**src/rtl/sram_arb_2port.sv**
```systemverilog
// Two-port arbiter in front of a single-ported SRAM.
// One access is granted per enabled cycle. The command is registered toward the
// SRAM in the next cycle, and read data returns to the requesting port two
// cycles after the grant.
// Build option: define SRAM_ARB_ROUND_ROBIN_EN for round-robin arbitration.
// When it is left undefined, port a has fixed priority.
module sram_arb_2port #(
  parameter int address_width = 14,
  parameter int data_width    = 32
) (
  input  logic                     sram_clock,
  input  logic                     sram_reset,
  input  logic                     sram_clock__enable,
  input  logic                     req_a,
  input  logic [address_width-1:0] address_a,
  input  logic [data_width-1:0]    write_data_a,
  input  logic [3:0]               write_enable_a,
  input  logic                     read_not_write_a,
  output logic                     ack_a,
  output logic                     rdata_valid_a,
  output logic [data_width-1:0]    rdata_a,
  input  logic                     req_b,
  input  logic [address_width-1:0] address_b,
  input  logic [data_width-1:0]    write_data_b,
  input  logic [3:0]               write_enable_b,
  input  logic                     read_not_write_b,
  output logic                     ack_b,
  output logic                     rdata_valid_b,
  output logic [data_width-1:0]    rdata_b,
  output logic                     select,
  output logic [address_width-1:0] address,
  output logic [data_width-1:0]    write_data,
  output logic [3:0]               write_enable,
  output logic                     read_not_write,
  input  logic [data_width-1:0]    data_out
);

  localparam logic [0:0] PORT_A = 1'b0;
  localparam logic [0:0] PORT_B = 1'b1;

  logic                     grant_a;
  logic                     grant_b;
  logic                     any_ack;
  logic [address_width-1:0] win_address;
  logic [data_width-1:0]    win_write_data;
  logic [3:0]               win_write_enable;
  logic                     win_read_not_write;
  logic                     rd1_valid;
  logic [0:0]               rd1_port;

`ifdef SRAM_ARB_ROUND_ROBIN_EN
  logic [0:0] rr_ptr;

  // On contention the pointed-to port wins; a lone requester always wins.
  always_comb begin
    grant_a = 1'b0;
    grant_b = 1'b0;
    if (req_a && req_b) begin
      grant_a = (rr_ptr == PORT_A);
      grant_b = (rr_ptr == PORT_B);
    end else begin
      grant_a = req_a;
      grant_b = req_b;
    end
  end

  // The pointer moves to the port that did not just receive the grant.
  always_ff @(posedge sram_clock) begin
    if (sram_reset)  rr_ptr <= PORT_A;
    else if (ack_a)  rr_ptr <= PORT_B;
    else if (ack_b)  rr_ptr <= PORT_A;
  end
`else
  // Fixed priority: port a always wins contention.
  always_comb begin
    grant_a = req_a;
    grant_b = req_b & ~req_a;
  end
`endif

  assign ack_a   = grant_a & sram_clock__enable & ~sram_reset;
  assign ack_b   = grant_b & sram_clock__enable & ~sram_reset;
  assign any_ack = ack_a | ack_b;

  // Route the winning port's command fields toward the SRAM register.
  always_comb begin
    win_address        = address_a;
    win_write_data     = write_data_a;
    win_write_enable   = write_enable_a;
    win_read_not_write = read_not_write_a;
    if (ack_b) begin
      win_address        = address_b;
      win_write_data     = write_data_b;
      win_write_enable   = write_enable_b;
      win_read_not_write = read_not_write_b;
    end
  end

  // SRAM command register. Byte enables are masked on reads; idle cycles drop select and enables.
  always_ff @(posedge sram_clock) begin
    if (sram_reset) begin
      select         <= 1'b0;
      address        <= '0;
      write_data     <= '0;
      write_enable   <= '0;
      read_not_write <= 1'b0;
    end else if (sram_clock__enable) begin
      select <= any_ack;
      if (any_ack) begin
        address        <= win_address;
        write_data     <= win_write_data;
        read_not_write <= win_read_not_write;
        write_enable   <= win_read_not_write ? 4'h0 : win_write_enable;
      end else begin
        write_enable <= '0;
      end
    end
  end

  // Read return pipeline: stage 1 tracks the read in flight, stage 2 captures SRAM data for its port.
  always_ff @(posedge sram_clock) begin
    if (sram_reset) begin
      rd1_valid     <= 1'b0;
      rd1_port      <= PORT_A;
      rdata_valid_a <= 1'b0;
      rdata_valid_b <= 1'b0;
      rdata_a       <= '0;
      rdata_b       <= '0;
    end else if (sram_clock__enable) begin
      rd1_valid     <= any_ack & win_read_not_write;
      rd1_port      <= ack_b ? PORT_B : PORT_A;
      rdata_valid_a <= rd1_valid & (rd1_port == PORT_A);
      rdata_valid_b <= rd1_valid & (rd1_port == PORT_B);
      rdata_a       <= (rd1_valid && rd1_port == PORT_A) ? data_out : '0;
      rdata_b       <= (rd1_valid && rd1_port == PORT_B) ? data_out : '0;
    end
  end

endmodule

```
**config.mk**
```make
export PLATFORM = sky130hd
export DESIGN_NAME = sram_arb_2port
export DESIGN_NICKNAME = d
export VERILOG_FILES = /design/src/rtl/sram_arb_2port.sv
export SDC_FILE = /design/constraint.sdc
export NUM_CORES = 1
export LEC_CHECK = 0
export ABC_AREA = 1
export CAP_MARGIN = 10
export CORE_MARGIN = 4
export CORE_UTILIZATION = 36
export DETAILED_ROUTE_END_ITERATION = 7
export GPL_ROUTABILITY_DRIVEN = 0
export PLACE_DENSITY = 0.88
export SKIP_CTS_REPAIR_TIMING = 1
export SLEW_MARGIN = 0
export SYNTH_ARGS = -nofsm -noshare
export SYNTH_HDL_FRONTEND = slang
export SYNTH_SLANG_ARGS = --single-unit
```
**constraint.sdc**
```tcl
create_clock -name sram_clock -period 1.4 [get_ports sram_clock]
set_input_delay 0.28 -clock sram_clock [delete_from_list [all_inputs] [get_ports sram_clock]]
set_output_delay 0.28 -clock sram_clock [all_outputs]
set_load 0.1 [all_outputs]
```
* After elaboration in Yosys (flattened, before gate mapping)
Index checks and enable logic that the tools add are counted.
Widths: inputs -> output; s select.
** Word-level totals
- Input port bits :: 139
- Bits in registers :: 120
- Logic and storage cells :: 35
** Operators by class
- Muxes and demuxes :: 9
- Bitwise gates (word level) :: 12
- Reductions and logical operators :: 3
** Operators with widths (count)
- $mux 32 :: 3
- $mux 14 :: 1
- $mux 4 :: 3
- $and 1x1->1 :: 8
- $not 1->1 :: 3
- $logic_and 1x1->1 :: 2
- $mux 1 :: 2
- $reduce_and 2->1 :: 1
- $or 1x1->1 :: 1

* Depth between registers and ports, before layout
- Word-level depth :: 7
- Gate-level depth with buffers :: 10

* Worst setup path before layout
No wires, ideal clock.
- Kind :: input to output
- Start :: in sram_clock__enable
- End :: out ack_b
- Path slack :: -433 ps
- Cell stages on the path :: 6
- Data arrival time :: 1553 ps
- Buffers on the path :: 2
- Required time :: 1120 ps
- Path through :: buf_4 > inv_4 > nor2_8 > nand2_8 > clkbuf_1 > inv_1
** Between the ends
- Word-level cells in the longest chain between the ends :: 2
** RTL lines
- start: declaration :: line 13 : input logic sram_clock__enable,
- $and 1x1->1 (2 in series) :: line 82 : assign ack_b = grant_b & sram_clock__enable & ~sram_reset;
- end: declaration :: line 27 : output logic ack_b,
Every way passes these cells.

* Worst setup path after layout
- Start :: in sram_clock__enable
- End :: out ack_a
** Between the ends
- Word-level cells in the longest chain between the ends :: 2
** RTL lines
- $and 1x1->1 (2 in series) :: line 81 : assign ack_a = grant_a & sram_clock__enable & ~sram_reset;
- end: declaration :: line 19 : output logic ack_a,
Every way passes these cells.

==> metrics <==
Synth top area share 0.492; Total Routing Usage GR 0.241; dpl cells 1,067; status completed; CTS buffer count 17; chip height 124 um; final cell count without fillers 1,103; Syn Nets 793; Root Driver clkbuf_16; drt first pass iters 5; synth cell count leaders nand2_1, dfxtp_1, a21oi_1; vias per cell 5.11; asr flop ratio synth 0; first-pass GRT wire length 30.3 mm; Peak supply drop 0.847 mV; Worst Setup Path Type in -> out; Final Hold Viols 0; Yosys warnings 0; antenna violations before repair 0; Die X 124 um; Iteration-0 DRC Markers 452; critical path required time 1.12 ns; setup violators final 0; CTS clk-pin slew, worst paths 0.06 ns; final net count 1,053; LEAKAGE 3.73 nW; Critical-path top delay cell nor2_8; crit share post-route 0.963; CP Launch Type input pin; cell taking the most area after synthesis dfxtp_1; drt total wl 19.1 mm; Via Count 5,633; worst reg2reg setup slack 0.28 ns; FP Rows 42; final global-route overflow total 0; synthesized instance count 654; Highest Clock Rate 742 MHz; post-synthesis sequential area ratio 0.492; Slew HR 0.632; Fin Hold WS 0.253 ns; Synth area leaders dfxtp_1, nand2_1, a21oi_1, o21ai_1, nand4_1; IO buf count 258; clock sinks 120; CTS Buffer Depth 2; share of layout cells above drive strength 1 0.216; # DRC 0; Syn Area/Cell 7.46 um^2; Initial Utilization 0.368; Routed Antenna Nets 0; TNS Setup 0 ns; worst-skew pair later-pin latency 0.42 ns; vias in the first global route 5,687; Tmin final 1.35 ns; Post-synth EDFFs 0; pins over their slew limit 0; HP Class in -> reg; n_diodes 0; post-synth cell types 21; Netlist Area Pre-Place 0.00488 mm^2; Cell Chain, Critical Path buf_6 > inv_8 > nor2_8 > nand2_8 > buf_6 > clkinvlp_4 > buf_12; clk_skew 0.00837 ns; Design Power 9.92 mW; CP bufs+invs 5; wire per inst 17.3 um; count leader, synth nand2_1; half-perimeter wire length after placement 13.6 mm; kind of cell adding the most delay to the critical path buffers and inverters; Synth Register Bits 120; Slew @ Worst Pin 0.552 ns; TritonCTS clock tree done; IO Pins 259; pwr dens 1030 mW/mm^2; CP Data Arrival Time 1.07 ns; CP endpoint kind output port; worst-path fanout max 6; Core Region 0.0132 mm^2; max_cap viols 0; largest net degree at the start of global routing 121; H-tree depth 4; Worst path most repeated cell buf_6; Die ar. 0.0155 mm^2; area delta synth->final 97.1%; Slowest Stage Delay on Critical Path 0.18 ns; leading register cell type out of synthesis dfxtp_1; RSZ-0062 raised after global routing no
## metal layers
metal | vias to the layer above | part of all wire | GRT usage
met5 | - | 0 | 0
met4 | 0 | 0.050 | 0.137
met3 | 69 | 0.056 | 0.0630
met2 | 213 | 0.52 | 0.419
met1 | 2656 | 0.38 | 0.264
li1 | 2695 | - | -
## kinds of logic after synthesis
logic type             after synthesis  share of synthesized area
AO/OA/AOI/OAI                      211                      0.217
buffers and inverters              110                     0.0972
flip-flops                         120                      0.492
AND/OR/NAND/NOR                    213                      0.194
## through the flow
| step | util | setup slack (ns) | cell area [um^2] |
|---|---|---|---|
| after global placement | 0.677 | -0.546 | 8970 |
| after CTS | 0.722 | -0.550 | 9560 |
| after detailed placement | 0.677 | -0.610 | 8970 |
| after global routing | 0.726 | 0.00933 | 9620 |
| final | 0.726 | 0.0520 | 9620 |
| after floorplan | - | -0.0705 | 4940 |
## worst min-delay path: stages
cell	delay, ns
buf_6	0.10
buf_4	0.15
o31ai_1	0.08
## power by group
part | internal, mW | switching (mW)
combinational | 0.850 | 1.13
clock | 2.75 | 1.57
sequential | 3.51 | 0.0995
## final timing paths
path / from / end / cells after the start
setup reg to reg: rd1_port / rdata_a[20] / 4
hold reg to reg: rdata_valid_b / rdata_valid_b / 2
hold / removal: sram_clock__enable / rd1_port / 3
setup / recovery: sram_clock__enable / ack_a / 7
## cell usage in the layout, fill, tap and decap left out, types with 2 or more instances in the layout
cell / instances
clkdlybuf4s50_1: 134
nand2_4: 2
dlymetal6s2s_1: 2
clkbuf_8: 3
buf_4: 28
dfxtp_1: 120
clkbuf_16: 17
nor2_1: 2
inv_2: 2
buf_12: 127
o21ai_0: 16
o21ai_1: 76
a21oi_1: 118
nand2_8: 2
bufinv_16: 2
nand4_1: 32
clkinv_2: 4
buf_6: 3
nand3_1: 12
inv_1: 50
nand2_1: 162
clkinvlp_4: 5
## flip-flops by register name, summed over array words and instances (netlist names)
| register | cells |
|---|---|
| write_data | 32 |
| address | 14 |
| rd1_port | 1 |
| write_enable | 4 |
| select | 1 |
| rd1_valid | 1 |
| read_not_write | 1 |
| rdata_valid_b | 1 |
| rdata_b | 32 |
| rdata_valid_a | 1 |
| rdata_a | 32 |
## cell type report
type                    instances  area (um^2)
clock buffers                  21          470
multi-input cells             425         2030
inverters                      56          225
clock inverters                11          120
flip-flops and latches        120         2400
fillers                       918         3620
repair buffers                294         4150
well taps                     176          220
Power figures use the tool's default switching activity.
